File: config.mk
export PLATFORM = sky130hd
export DESIGN_NAME = fetch_queue_flat
export DESIGN_NICKNAME = d
export VERILOG_FILES = /design/src/rtl/fetch_pkg.sv /design/src/rtl/fetch_queue_if.sv /design/src/rtl/fetch_fifo.sv /design/src/rtl/fetch_queue.sv /design/src/flat_wrapper.sv
export SDC_FILE = /design/constraint.sdc
export NUM_CORES = 1
export LEC_CHECK = 0
export ABC_AREA = 1
export ABC_CLOCK_PERIOD_IN_PS = 10100
export CELL_PAD_IN_SITES_DETAIL_PLACEMENT = 0
export CELL_PAD_IN_SITES_GLOBAL_PLACEMENT = 2
export CORE_MARGIN = 5
export CORE_UTILIZATION = 39
export CTS_CLUSTER_SIZE = 40
export DETAILED_ROUTE_END_ITERATION = 6
export HOLD_SLACK_MARGIN = 0.06
export MAX_ROUTING_LAYER = met4
export PLACE_DENSITY = 0.93
export SYNTH_ARGS = -nofsm -noshare
export SYNTH_HDL_FRONTEND = slang
export SYNTH_SLANG_ARGS = --single-unit
export TNS_END_PERCENT = 20
File: constraint.sdc
create_clock -name clk -period 10.1 [get_ports clk]
set_input_delay 1.01 -clock clk [delete_from_list [all_inputs] [get_ports clk]]
set_output_delay 1.01 -clock clk [all_outputs]
set_load 0.02 [all_outputs]
File: src/rtl/fetch_pkg.sv
// Shared types and constants for the instruction fetch path.
package fetch_pkg;

  typedef struct packed {
    logic [31:0] pc;
    logic [31:0] inst;
  } fetch_entry_t;

  localparam int unsigned INST_BYTES       = 4;
  localparam int unsigned FQ_DEFAULT_DEPTH = 4;

  // Clears the byte-offset bits of a fetch address.
  function automatic logic [31:0] word_align(input logic [31:0] addr);
    return {addr[31:2], 2'b00};
  endfunction

endpackage

File: src/rtl/fetch_queue_if.sv
// Fetch queue bus: IM request/response, ALU redirect and decode handshake.
// master = fetch_queue side, slave = memory/pipeline side.
interface fetch_queue_if #(
  parameter int unsigned DEPTH = fetch_pkg::FQ_DEFAULT_DEPTH
);
  localparam int unsigned CW = $clog2(DEPTH + 1);

  logic          im_req;
  logic [31:0]   im_addr;
  logic [31:0]   im_rdata;
  logic          branch_true;
  logic [31:0]   new_addr;
  logic          id_valid;
  logic [31:0]   id_inst;
  logic [31:0]   id_pc;
  logic          id_ready;
  logic [CW-1:0] fq_count;

  modport master (
    output im_req, im_addr, id_valid, id_inst, id_pc, fq_count,
    input  im_rdata, branch_true, new_addr, id_ready
  );

  modport slave (
    input  im_req, im_addr, id_valid, id_inst, id_pc, fq_count,
    output im_rdata, branch_true, new_addr, id_ready
  );
endinterface

File: src/rtl/fetch_fifo.sv
// Entry storage for the fetch queue: circular buffer with count, clear,
// and simultaneous push/pop.
module fetch_fifo
  import fetch_pkg::*;
#(
  parameter int unsigned DEPTH = FQ_DEFAULT_DEPTH
) (
  input  logic                         clk,
  input  logic                         rst,
  input  logic                         clear,
  input  logic                         push,
  input  logic                         pop,
  input  fetch_entry_t                 wdata,
  output fetch_entry_t                 rdata,
  output logic [$clog2(DEPTH+1)-1:0]   count,
  output logic                         full,
  output logic                         empty
);
  localparam int unsigned PW = $clog2(DEPTH);
  localparam int unsigned CW = $clog2(DEPTH + 1);

  fetch_entry_t  mem [DEPTH];
  logic [PW-1:0] wr_ptr;
  logic [PW-1:0] rd_ptr;
  logic          wr_en;
  logic          rd_en;

  assign full  = (count == CW'(DEPTH));
  assign empty = (count == '0);
  assign wr_en = push && !clear;
  assign rd_en = pop && !empty && !clear;
  assign rdata = mem[rd_ptr];

  // Entry storage; contents are don't-care while the slot is unoccupied.
  always_ff @(posedge clk) begin
    if (wr_en) mem[wr_ptr] <= wdata;
  end

  // Pointers and occupancy; clear wins over any push or pop.
  always_ff @(posedge clk or posedge rst) begin
    if (rst) begin
      wr_ptr <= '0;
      rd_ptr <= '0;
      count  <= '0;
    end else if (clear) begin
      wr_ptr <= '0;
      rd_ptr <= '0;
      count  <= '0;
    end else begin
      if (wr_en) wr_ptr <= wr_ptr + PW'(1);
      if (rd_en) rd_ptr <= rd_ptr + PW'(1);
      if (wr_en && !rd_en)      count <= count + CW'(1);
      else if (!wr_en && rd_en) count <= count - CW'(1);
    end
  end
endmodule

File: src/rtl/fetch_queue.sv
// Instruction prefetch queue between IM and the IF/ID register.
// Optional feature: define FETCHQ_BYPASS_EN to let a response arriving into
// an empty queue reach decode in the same cycle.
module fetch_queue
  import fetch_pkg::*;
#(
  parameter int unsigned DEPTH    = FQ_DEFAULT_DEPTH,
  parameter logic [31:0] RESET_PC = 32'h0
) (
  input  logic          clk,
  input  logic          rst,
  fetch_queue_if.master fq
);
  localparam int unsigned CW = $clog2(DEPTH + 1);

  logic [31:0]   fpc;
  logic [31:0]   req_pc;
  logic          inflight;
  logic          im_req_w;
  logic          push;
  logic          pop;
  logic          full;
  logic          empty;
  logic [CW-1:0] count;
  fetch_entry_t  head;
  fetch_entry_t  resp;

  // Credit: queued entries plus the outstanding response never exceed DEPTH.
  assign im_req_w    = !rst && ((32'(count) + 32'(inflight)) < DEPTH);
  assign fq.im_req   = im_req_w;
  assign fq.im_addr  = fpc;
  assign fq.fq_count = count;
  assign resp.pc     = req_pc;
  assign resp.inst   = fq.im_rdata;

  // Fetch PC, outstanding-request flag and the PC of that request.
  always_ff @(posedge clk or posedge rst) begin
    if (rst) begin
      fpc      <= RESET_PC;
      req_pc   <= '0;
      inflight <= 1'b0;
    end else if (fq.branch_true) begin
      fpc      <= word_align(fq.new_addr);
      inflight <= 1'b0;
    end else begin
      inflight <= im_req_w;
      if (im_req_w) begin
        fpc    <= fpc + 32'(INST_BYTES);
        req_pc <= fpc;
      end
    end
  end

  // Decode-side outputs and queue push/pop steering.
  always_comb begin
    fq.id_valid = !empty;
    fq.id_inst  = empty ? '0 : head.inst;
    fq.id_pc    = empty ? '0 : head.pc;
    pop         = !empty && fq.id_ready && !fq.branch_true;
`ifdef FETCHQ_BYPASS_EN
    push        = inflight && !fq.branch_true && !(empty && fq.id_ready);
    if (empty && inflight && !fq.branch_true) begin
      fq.id_valid = 1'b1;
      fq.id_inst  = fq.im_rdata;
      fq.id_pc    = req_pc;
    end
`else
    push        = inflight && !fq.branch_true;
`endif
  end

  fetch_fifo #(.DEPTH(DEPTH)) u_fifo (
    .clk   (clk),
    .rst   (rst),
    .clear (fq.branch_true),
    .push  (push),
    .pop   (pop),
    .wdata (resp),
    .rdata (head),
    .count (count),
    .full  (full),
    .empty (empty)
  );

  no_overflow: assert property (@(posedge clk) disable iff (rst) (push && full) |-> pop);
endmodule

File: src/flat_wrapper.sv
// flat-port wrapper written by rule: the top's interface ports become plain ports
module fetch_queue_flat import fetch_pkg::*;
#(
  parameter int unsigned DEPTH    = FQ_DEFAULT_DEPTH,
  parameter logic [31:0] RESET_PC = 32'h0
)
  (clk, rst, fq_im_req, fq_im_addr, fq_id_valid, fq_id_inst, fq_id_pc, fq_fq_count, fq_im_rdata, fq_branch_true, fq_new_addr, fq_id_ready);
  fetch_queue_if #(.DEPTH(DEPTH)) fq_i ();
  input  logic clk;
  input  logic rst;
  output wire logic [$bits(fq_i.im_req)-1:0] fq_im_req;
  output wire logic [$bits(fq_i.im_addr)-1:0] fq_im_addr;
  output wire logic [$bits(fq_i.id_valid)-1:0] fq_id_valid;
  output wire logic [$bits(fq_i.id_inst)-1:0] fq_id_inst;
  output wire logic [$bits(fq_i.id_pc)-1:0] fq_id_pc;
  output wire logic [$bits(fq_i.fq_count)-1:0] fq_fq_count;
  input wire logic [$bits(fq_i.im_rdata)-1:0] fq_im_rdata;
  input wire logic [$bits(fq_i.branch_true)-1:0] fq_branch_true;
  input wire logic [$bits(fq_i.new_addr)-1:0] fq_new_addr;
  input wire logic [$bits(fq_i.id_ready)-1:0] fq_id_ready;
  assign fq_im_req = fq_i.im_req;
  assign fq_im_addr = fq_i.im_addr;
  assign fq_id_valid = fq_i.id_valid;
  assign fq_id_inst = fq_i.id_inst;
  assign fq_id_pc = fq_i.id_pc;
  assign fq_fq_count = fq_i.fq_count;
  assign fq_i.im_rdata = fq_im_rdata;
  assign fq_i.branch_true = fq_branch_true;
  assign fq_i.new_addr = fq_new_addr;
  assign fq_i.id_ready = fq_id_ready;
  fetch_queue #(.DEPTH(DEPTH), .RESET_PC(RESET_PC)) u_core (.clk(clk), .rst(rst), .fq(fq_i));
endmodule
==> results of run 1 <==
per-layer routing:
| metal | up-vias | wire length, microns | track usage | share of wire |
|---|---|---|---|---|
| li1 | 4540 | - | - | - |
| met1 | 4357 | 14490 | 0.2202 | 0.46 |
| met2 | 246 | 14970 | 0.2739 | 0.47 |
| met3 | 55 | 1689 | 0.02923 | 0.053 |
| met4 | 0 | 575 | 0.03982 | 0.018 |
| met5 | - | 0 | - | 0 |
layout by cell type, fill, tap and decap left out, types with 4 or more instances in the layout:
master and instances:
o21ai_0 144, nor2_2 4, conb_1 4, clkinv_1 5
clkbuf_16 35, clkinv_2 4, nand4_1 8, nand3_1 45
dfrtp_1 66, clkdlybuf4s50_1 162, nand2_2 9, o21ai_1 38
o21bai_1 4, a21oi_1 63, edfxtp_1 248, xor2_1 6
nand3b_1 6, clkbuf_1 7, nand2_1 138, buf_4 11
ha_1 5, nor2_1 289, inv_2 5, nor2_4 12
inv_1 68
cell type report:
| cell class | instances | area (sq um) |
|---|---|---|
| inverter | 75 | 289.0 |
| fill | 3131 | 17880 |
| sequential | 316 | 9154 |
| clock inverter | 20 | 211.5 |
| multi-input combinational | 795 | 3752 |
| clock buffer | 42 | 902.1 |
| tap | 455 | 569.3 |
| timing repair buffer | 173 | 1704 |
critical path, delay by kind of cell (launching register included):
family / cells / cell delay (ps)
buf+inv: 2 / 1620
compound gates: 2 / 560
flops: 1 / 720
logic make-up (layout without fill, tap and decap cells):
logic type	count (synthesis)	count (layout)
AOI/OAI and AO/OA	256	256
DFF	316	316
and+or+nand+nor	521	521
other	1	4
adders and majority gates	6	6
xor gates and xnor gates	8	8
buffers and inverters	143	310
sequential cells by signal, summed over array words and instances, names as in the netlist:
name and count:
u_core.u_fifo.wr_ptr 2, u_core.u_fifo.count 3, u_core.inflight 1, u_core.req_pc 30, u_core.u_fifo.mem 248, u_core.u_fifo.rd_ptr 2
u_core.fq.im_addr 30
report_power, final:
group	internal (mW)	leakage, nW	switching (mW)
sequential	1.59	3.10	0.161
clock	0.721	0.537	0.497
combinational	0.511	2.47	0.792
total	2.82	6.11	1.45
how the worst max path moves through the flow:
stage                            start                       to  cells past startpoint  slack (ps)
2_1_floorplan           fq_branch_true  u_core.u_fifo.mem[0][0]                      4        5610
3_3_place_gp   u_core.u_fifo.rd_ptr[0]             fq_id_pc[13]                      4        6100
3_5_place_dp   u_core.u_fifo.rd_ptr[0]             fq_id_pc[13]                      4        6080
4_1_cts        u_core.u_fifo.rd_ptr[0]             fq_id_pc[13]                      4        5520
5_1_grt        u_core.u_fifo.rd_ptr[0]             fq_id_pc[12]                      4        5340
6_report       u_core.u_fifo.rd_ptr[0]             fq_id_pc[18]                      4        5620
per-stage QoR:
step	cell area, sq um	setup slack (ps)	util	hold WS [ps]
after floorplan	13570	5608	-	476.3
after global placement	15470	6100	0.4489	485.7
after detailed placement	15470	6077	0.4489	502.4
after CTS	16580	5518	0.4812	511.3
after global routing	16580	5341	0.4812	521.7
final	16580	5622	0.4812	513.1
==> metrics.csv, run 1 <==
metric,value,unit
drive_above_1_share,0.07389,
cts_hold_buf,0,
reg2reg_to,u_core.fq.im_addr[2],
dieHeight,196.5,microns
cts_tree,done,
place_inst,1814,
synth-adder-area-share,0.006091,
power_leakage,6.108,nW
setup_viol,0,
portBuffers,162,
finalCritPeriodShare,0.4434,
num_vias,9198,
die_w,196.5,microns
place_congestion,0.7640,
slew_viol_final,0,
report.power.total,4.270,mW
power_density,257.5,mW/mm^2
r2r_start,u_core.inflight,
post_synth_and_or_nand_nor_area_fraction,0.1657,
cts_root_buffer,clkbuf_16,
final_cell_count_no_fill,1876,
ys_ff_latch,316,
grt_pass1_vias,9119,
synth.cell_area,0.01356,sq mm
muxShareOfSynthArea,0,
syn_to_final_growth,22.31,%
min_from,u_core.req_pc[21],
clk_latency,510,ps
worstPathRequired,9090,ps
hold_path.class,reg2reg,
clock_sinks,316,
worstRegToRegCells,6,
fp.dieArea,0.03859,sq mm
cp_data_arrival_time,3470,ps
fin_skew,17.32,ps
cts_buffers,34,
status,"complete, no violations",
tightest_slew,1177,ps
synthCells,1251,
yosys_warnings,0,
synth_xor_area_frac,0.005168,
cp_cell_sequence,"inv_4, o21ai_0, a21oi_1, clkdlybuf4s50_1",
synth.area.top_cells,"edfxtp_1 55%, dfrtp_1 13%, nor2_1 8.1%, o21ai_0 5.3%, nand2_1 3.8%",
clk_pin_slew,60,ps
htree_levels,2,
wl,31730,microns
antenna_found_initial,0,
cts_resized,0,
ys_top_cells_by_count,"293 x nor2_1, 248 x edfxtp_1, 144 x o21ai_0",
min_period,4478,ps
synth_ff_type,edfxtp_1,
via_per_inst,4.903,
synth_top_family_by_area,simple AND/OR/NAND/NOR gates,
globalRouteTotalUtil,0.1674,
synth_compound_area_frac,0.09653,
ant_nets,0,
syn-mean-instance-area,10.84,sq um
synth_top_area_share,0.5493,
grt_pass1_wl,50290,microns
rows,68,
initial_core_util,0.3935,
synth-edff-count,248,
num_io_pins,169,
fmax,0.2233,GHz
hpwl,18090,microns
hold_end,u_core.u_fifo.mem[2][53],
hold_depth,0,
slowest_stage,inv_4,
core_area,0.03446,sq mm
drv_cap,0,
diodes,0,
critPathKind,reg2out,
rrSetupSlack,7670,ps
nets,1469,
grt_overflow,0,
drtIter0Drc,485,
hold_viol_final,0,
grt_max_degree,128,
postCtsSetupBuffers,0,
finalSetupTns,0,ps
clockBufferDepth,3,
ir_worst_vdd,0.1402,mV
max_stage_delay,950,ps
dr.pass1.iters,4,
drcViolationCount,0,
crit_path_max_fanout,127,
yosysMostFrequentCell,nor2_1,
synth_largest_area_cell,edfxtp_1,
ys_seq_area_frac,0.6748,
async_flop_share,0.2152,
end_kind,output pin,
ys_types,37,
relSlewSlack,0.2154,
cp-start-kind,flip-flop,
wl_per_cell,16.91,microns
rsz0062_at_grt,false,
No activity file was read; power rests on OpenSTA's default activity.
==> run 2, diff against run 1 <==
--- a/config.mk
+++ b/config.mk
@@ -6,16 +6,16 @@
 export NUM_CORES = 1
 export LEC_CHECK = 0
 export ABC_AREA = 1
-export ABC_CLOCK_PERIOD_IN_PS = 10100
+export ABC_CLOCK_PERIOD_IN_PS = 4500
 export CELL_PAD_IN_SITES_DETAIL_PLACEMENT = 0
 export CELL_PAD_IN_SITES_GLOBAL_PLACEMENT = 2
 export CORE_MARGIN = 5
-export CORE_UTILIZATION = 39
+export CORE_UTILIZATION = 36
 export CTS_CLUSTER_SIZE = 40
 export DETAILED_ROUTE_END_ITERATION = 6
 export HOLD_SLACK_MARGIN = 0.06
 export MAX_ROUTING_LAYER = met4
-export PLACE_DENSITY = 0.93
+export PLACE_DENSITY = 0.87
 export SYNTH_ARGS = -nofsm -noshare
 export SYNTH_HDL_FRONTEND = slang
 export SYNTH_SLANG_ARGS = --single-unit
==> constraint.sdc (replaced) <==
create_clock -name clk -period 4.5 [get_ports clk]
set_input_delay 0.45 -clock clk [delete_from_list [all_inputs] [get_ports clk]]
set_output_delay 0.45 -clock clk [all_outputs]
set_load 0.02 [all_outputs]
==> metrics.csv, run 2 (synthesis gave the netlist of run 1 again) <==
metric,value,unit,change
cts_root_buffer,clkbuf_16,,unchanged
num_io_pins,169,,unchanged
drtIter0Drc,517,,was 485
clock_power_share,0.288,,was 0.285
globalRouteTotalUtil,0.1605,,was 0.1674
cp-start-kind,flip-flop,,unchanged
crit_path_max_fanout,99,,was 127
power_frac_seq,0.399,,was 0.409
core_area,0.03740,sq mm,was 0.03446 sq mm
diodes,0,,unchanged
cts_hold_buf,0,,unchanged
power_leakage,6.160,nW,was 6.108 nW
drcViolationCount,0,,unchanged
htree_levels,2,,unchanged
cp-startpoint,u_core.u_fifo.rd_ptr[0],,unchanged
hold_ws,488.3,ps,was 513.1 ps
cp_cell_sequence,"inv_4, buf_4, o21ai_0, a21oi_1, clkdlybuf4s50_1",,"was inv_4, o21ai_0, a21oi_1, clkdlybuf4s50_1"
grt_max_degree,100,,was 128
rrSetupSlack,2450,ps,was 7670 ps
wl,32400,microns,was 31730 microns
worstPathRequired,4050,ps,was 9090 ps
portBuffers,162,,unchanged
cts_tree,done,,unchanged
syn_to_final_growth,23.52,%,was 22.31%
hold_path.class,in2async,,was reg2reg
power_density,578.6,mW/mm^2,was 257.5 mW/mm^2
r2r_start,u_core.inflight,,unchanged
fmax,0.2900,GHz,
min_period,3448,ps,
wl_per_cell,16.69,microns,was 16.91 microns
clock_sinks,316,,unchanged
die_w,204.1,microns,was 196.5 microns
p_comb_frac,0.313,,was 0.305
setup_viol,0,,unchanged
clk_latency,510,ps,about the same
critPathKind,reg2out,,unchanged
grt_pass1_vias,9324,,was 9119
slowest_stage,inv_4,,unchanged
via_per_inst,4.693,,was 4.903
dr.pass1.iters,5,,was 4
initial_core_util,0.3625,,was 0.3935
swShare,0.3385,,was 0.3398
grt_pass1_wl,51660,microns,was 50290 microns
tightest_slew,950.1,ps,was 1177 ps
cp_top_family,buffers and inverters,,unchanged
mostFrequentLayoutCell,nor2_1,,unchanged
cts_buffers,35,,was 34
ir_worst_vdd,0.3362,mV,was 0.1402 mV
rsz0062_at_grt,false,,unchanged
end_kind,output pin,,unchanged
hold_viol_final,0,,unchanged
hpwl,19860,microns,was 18090 microns
worstRegToRegCells,3,,was 6
fin_skew,18.69,ps,was 17.32 ps
clk_pin_slew,60,ps,about the same
place_congestion,0.7188,,was 0.7640
max_stage_delay,670,ps,was 950 ps
drive_above_1_share,0.07832,,was 0.07389
fin_util,0.4478,,was 0.4812
finalCritPeriodShare,0.7663,,
ant_nets,0,,unchanged
drv_cap,0,,unchanged
regMostFlops,u_core.u_fifo.mem,,unchanged
final_cell_mix,"289 x nor2_1, 248 x edfxtp_1, 162 x clkdlybuf4s50_1",,unchanged
status,"complete, no violations",,unchanged
dieHeight,204.1,microns,was 196.5 microns
p_int,6.410,mW,was 2.819 mW
postCtsSetupBuffers,0,,unchanged
rows,71,,was 68
clockBufferDepth,3,,unchanged
slew_viol_final,0,,unchanged
grt_overflow,0,,unchanged
nets,1477,,was 1469
p_sw,3.281,mW,was 1.451 mW
critPathBufInv,3,,was 2
num_vias,9110,,was 9198
reg2reg_to,u_core.u_fifo.mem[1][5],,was u_core.fq.im_addr[2]
fp.dieArea,0.04164,sq mm,was 0.03859 sq mm
cts_resized,0,,unchanged
finalSetupTns,0,ps,unchanged
cp_data_arrival_time,3000,ps,was 3470 ps
relSlewSlack,0.3666,,was 0.2154
largest_reg_flops,248,,unchanged
antenna_found_initial,0,,unchanged
## run 2: worst max-delay path by stage
stage                     cells after the start                 endpoint
final                                         5           fq_id_inst[24]
after global routing                          5           fq_id_inst[24]
after CTS                                     5           fq_id_inst[24]
after detailed placement                      4             fq_id_pc[14]
after global placement                        5           fq_id_inst[24]
after floorplan                               4  u_core.u_fifo.mem[0][0]
## run 2: layout make-up
class | count | area (sq um)
tap | 511 | 639.4
multi-input combinational | 795 | 3752
inverter | 75 | 289.0
sequential | 316 | 9154
fill | 3493 | 20650
clock buffer | 45 | 954.7
clock inverter | 19 | 188.9
timing repair buffer | 180 | 1769
## run 2: per-stage QoR
| step | setup WS [ps] | power [mW] | instance area, sq um | instances |
|---|---|---|---|---|
| finish | 1052 | 9.690 | 16750 | 1941 |
| global route | 879.9 | 10.24 | 16750 | 1941 |
| CTS | 981.8 | 9.840 | 16750 | 1941 |
| detailed placement | 1543 | 7.006 | 15600 | 1877 |
| global placement | 1569 | 6.961 | 15600 | 1877 |
| floorplan | 568.3 | 5.614 | 13570 | 1254 |
## run 2: power by group through the flow
stage	Combinational (mW)	Sequential [mW]	Clock (mW)
CTS	3.10	3.86	2.88
detailed placement	3.08	3.92	0
global route	3.32	3.91	3.01
finish	3.03	3.87	2.79
floorplan	1.73	3.89	0
global placement	3.06	3.90	0
## run 2: worst register-to-register path, stage by stage (launching register included)
cell and delay (ps):
dfrtp_1 370, nand2_1 310, nor2_4 520, buf_4 470
## run 2: routing by layer
metal,GRT usage,up-vias,wire length (microns)
met5,-,-,0
met4,0.03613,0,583
met3,0.03142,45,1488
met2,0.2547,182,15110
met1,0.2169,4324,15220
li1,-,4559,-
==> run 3, diff against run 2 <==
--- a/config.mk
+++ b/config.mk
@@ -6,16 +6,16 @@
 export NUM_CORES = 1
 export LEC_CHECK = 0
 export ABC_AREA = 1
-export ABC_CLOCK_PERIOD_IN_PS = 4500
+export ABC_CLOCK_PERIOD_IN_PS = 2900
 export CELL_PAD_IN_SITES_DETAIL_PLACEMENT = 0
 export CELL_PAD_IN_SITES_GLOBAL_PLACEMENT = 2
 export CORE_MARGIN = 5
-export CORE_UTILIZATION = 36
+export CORE_UTILIZATION = 33
 export CTS_CLUSTER_SIZE = 40
 export DETAILED_ROUTE_END_ITERATION = 6
 export HOLD_SLACK_MARGIN = 0.06
 export MAX_ROUTING_LAYER = met4
-export PLACE_DENSITY = 0.87
+export PLACE_DENSITY = 0.84
 export SYNTH_ARGS = -nofsm -noshare
 export SYNTH_HDL_FRONTEND = slang
 export SYNTH_SLANG_ARGS = --single-unit
==> constraint.sdc (replaced) <==
create_clock -name clk -period 2.9 [get_ports clk]
set_input_delay 0.29 -clock clk [delete_from_list [all_inputs] [get_ports clk]]
set_output_delay 0.29 -clock clk [all_outputs]
set_load 0.02 [all_outputs]
==> metrics.csv, run 3 (synthesis gave the netlist of run 1 again) <==
metric,value,unit,change
p_int,10.15,mW,was 6.410 mW
rsz0062_at_grt,false,,unchanged
hold_viol_final,0,,unchanged
drcViolationCount,0,,unchanged
power_frac_seq,0.392,,was 0.399
grt_overflow,0,,unchanged
fin_skew,16.58,ps,was 18.69 ps
postLayoutSetupSlackWorst,144.6,ps,was 1052 ps
multiInputGateArea,0.003752,sq mm,unchanged
setup_viol,0,,unchanged
regMostFlops,u_core.u_fifo.mem,,unchanged
grt_pass1_vias,9148,,was 9324
clockBufferDepth,3,,unchanged
p_comb_frac,0.317,,was 0.313
rows,74,,was 71
slowest_stage,clkdlybuf4s50_1,,was inv_4
wl_met2,15890,microns,was 15110 microns
cts_buffers,35,,unchanged
mostFrequentLayoutCell,nor2_1,,unchanged
ant_nets,0,,unchanged
placed_area,0.01579,sq mm,was 0.01560 sq mm
wl_per_cell,16.90,microns,was 16.69 microns
clk_latency,520,ps,was 510 ps
power_leakage,6.345,nW,was 6.160 nW
end_kind,output pin,,unchanged
seq_area,0.009154,sq mm,unchanged
p_sw,5.177,mW,was 3.281 mW
tightest_slew,581.4,ps,was 950.1 ps
core_area,0.04074,sq mm,was 0.03740 sq mm
clk_pin_slew,60,ps,about the same
critPathKind,reg2out,,unchanged
num_io_pins,169,,unchanged
finalCritPeriodShare,0.9501,,
syn_to_final_growth,25.20,%,was 23.52%
cp_data_arrival_time,2470,ps,was 3000 ps
cts_tree,done,,unchanged
worstPathRequired,2610,ps,was 4050 ps
portBuffers,162,,unchanged
fp.dieArea,0.04524,sq mm,was 0.04164 sq mm
finalInstanceArea,0.01698,sq mm,was 0.01675 sq mm
die_w,212.7,microns,was 204.1 microns
relSlewSlack,0.6124,,was 0.3666
htree_levels,2,,unchanged
place_inst,1903,,was 1877
swShare,0.3378,,was 0.3385
dr_wl_met3,1424,microns,was 1488 microns
nets,1482,,was 1477
final_cell_count_no_fill,1967,,was 1941
met1Wirelength,15290,microns,was 15220 microns
cts_hold_buf,0,,unchanged
drtIter0Drc,492,,was 517
slew_viol_final,0,,unchanged
max_stage_delay,670,ps,about the same
cp_cell_sequence,"nor2_1, nand2_2, inv_2, buf_4, a21oi_1, clkdlybuf4s50_1",,"was inv_4, buf_4, o21ai_0, a21oi_1, clkdlybuf4s50_1"
wl,33240,microns,was 32400 microns
via_per_inst,4.702,,was 4.693
hpwl,20480,microns,was 19860 microns
diodes,0,,unchanged
clock_sinks,316,,unchanged
finalSetupTns,0,ps,unchanged
ir_worst_vdd,0.4267,mV,was 0.3362 mV
final_cell_mix,"289 x nor2_1, 248 x edfxtp_1, 144 x o21ai_0, 144 x clkdlybuf4s50_1, 138 x nand2_1",,"was 289 x nor2_1, 248 x edfxtp_1, 162 x clkdlybuf4s50_1"
place_ws,532.0,ps,was 1543 ps
dr.pass1.iters,5,,unchanged
dieHeight,212.7,microns,was 204.1 microns
num_vias,9248,,was 9110
globalRouteTotalUtil,0.1497,,was 0.1605
fmax,0.3629,GHz,
clock_power_share,0.291,,was 0.288
crit_path_max_fanout,21,,was 99
drive_above_1_share,0.08780,,was 0.07832
report.power.total,15.32,mW,was 9.690 mW
grt_pass1_wl,52040,microns,was 51660 microns
top_layer_used,met4,,unchanged
grt_max_degree,84,,was 100
place_congestion,0.7667,,was 0.7188
fillers,3891,,was 3493
initial_core_util,0.3328,,was 0.3625
antenna_found_initial,0,,unchanged
largest_reg_flops,248,,unchanged
hold_path.class,in2async,,unchanged
drv_cap,0,,unchanged
power_density,902.6,mW/mm^2,was 578.6 mW/mm^2
cp-start-kind,flip-flop,,unchanged
cts_root_buffer,clkbuf_16,,unchanged
status,"complete, no violations",,unchanged
min_period,2755,ps,
==> run 3: cell types whose count changed in the layout (fill, tap and decap cells not counted), sizes merged <==
cell / change
inv: +1
bufinv: +1
clkinv: -3
dlygate4sd2: +5
dlymetal6s2s: +6
clkinvlp: +1
buf: +12
clkdlybuf4s50: -18
==> run 3: worst paths after layout <==
kind / end / from / cells after the start / slack, ps
setup / recovery: fq_id_pc[10] / u_core.u_fifo.count[2] / 6 / 140
hold / removal: u_core.u_fifo.count[0] / rst / 2 / 80
setup reg to reg: u_core.u_fifo.count[2] / u_core.u_fifo.count[2] / 12 / 1020
hold reg to reg: u_core.u_fifo.mem[1][46] / u_core.req_pc[14] / 0 / 520
max in group asynchronous: u_core.fq.im_addr[25] / rst / 3 / 2220
min in group clk: u_core.fq.im_addr[14] / fq_new_addr[14] / 3 / 340
==> run 3: cell type report <==
| type | count | area share |
|---|---|---|
| Clock buffer | 45 | 0.05565 |
| Clock inverter | 19 | 0.01297 |
| Inverter | 75 | 0.01717 |
| Multi-Input combinational cell | 795 | 0.2211 |
| Sequential cell | 316 | 0.5393 |
| Tap cell | 532 | 0.03921 |
| Timing Repair Buffer | 185 | 0.1147 |
==> run 3: stage by stage <==
stage                       util  hold slack [ps]
after floorplan                -            388.9
after global placement    0.3875            488.6
after detailed placement  0.3875            503.1
after CTS                 0.4161            64.83
after global routing      0.4167            78.03
final                     0.4167            81.36
==> run 3: power groups by stage <==
stage | registers (mW) | clock network (mW) | logic, mW
after CTS | 6.00 | 4.60 | 4.98
after floorplan | 6.03 | 0 | 2.68
final | 6.01 | 4.46 | 4.85
after global placement | 6.06 | 0 | 4.96
after detailed placement | 6.09 | 0 | 4.99
after global routing | 6.08 | 4.77 | 5.34
==> run 3: timing repair <==
item,4_1_cts,5_1_grt
setup endpoints to repair,6,10
cloned,0,0
resized for setup,6,8
setup buffers,0,0
==> run 3: routing by layer <==
layer | vias up | global-route usage
li1 | 4561 | -
met3 | 39 | 0.02601
met4 | 0 | 0.03664
met5 | - | -
met2 | 193 | 0.2425
met1 | 4455 | 0.1985
==> run 3: worst max-delay path, delay by kind of cell (launching register included) <==
kind	cells	cell delay, ps
flops	1	460
simple gates	2	220
compound gates	1	280
buf+inv	3	970
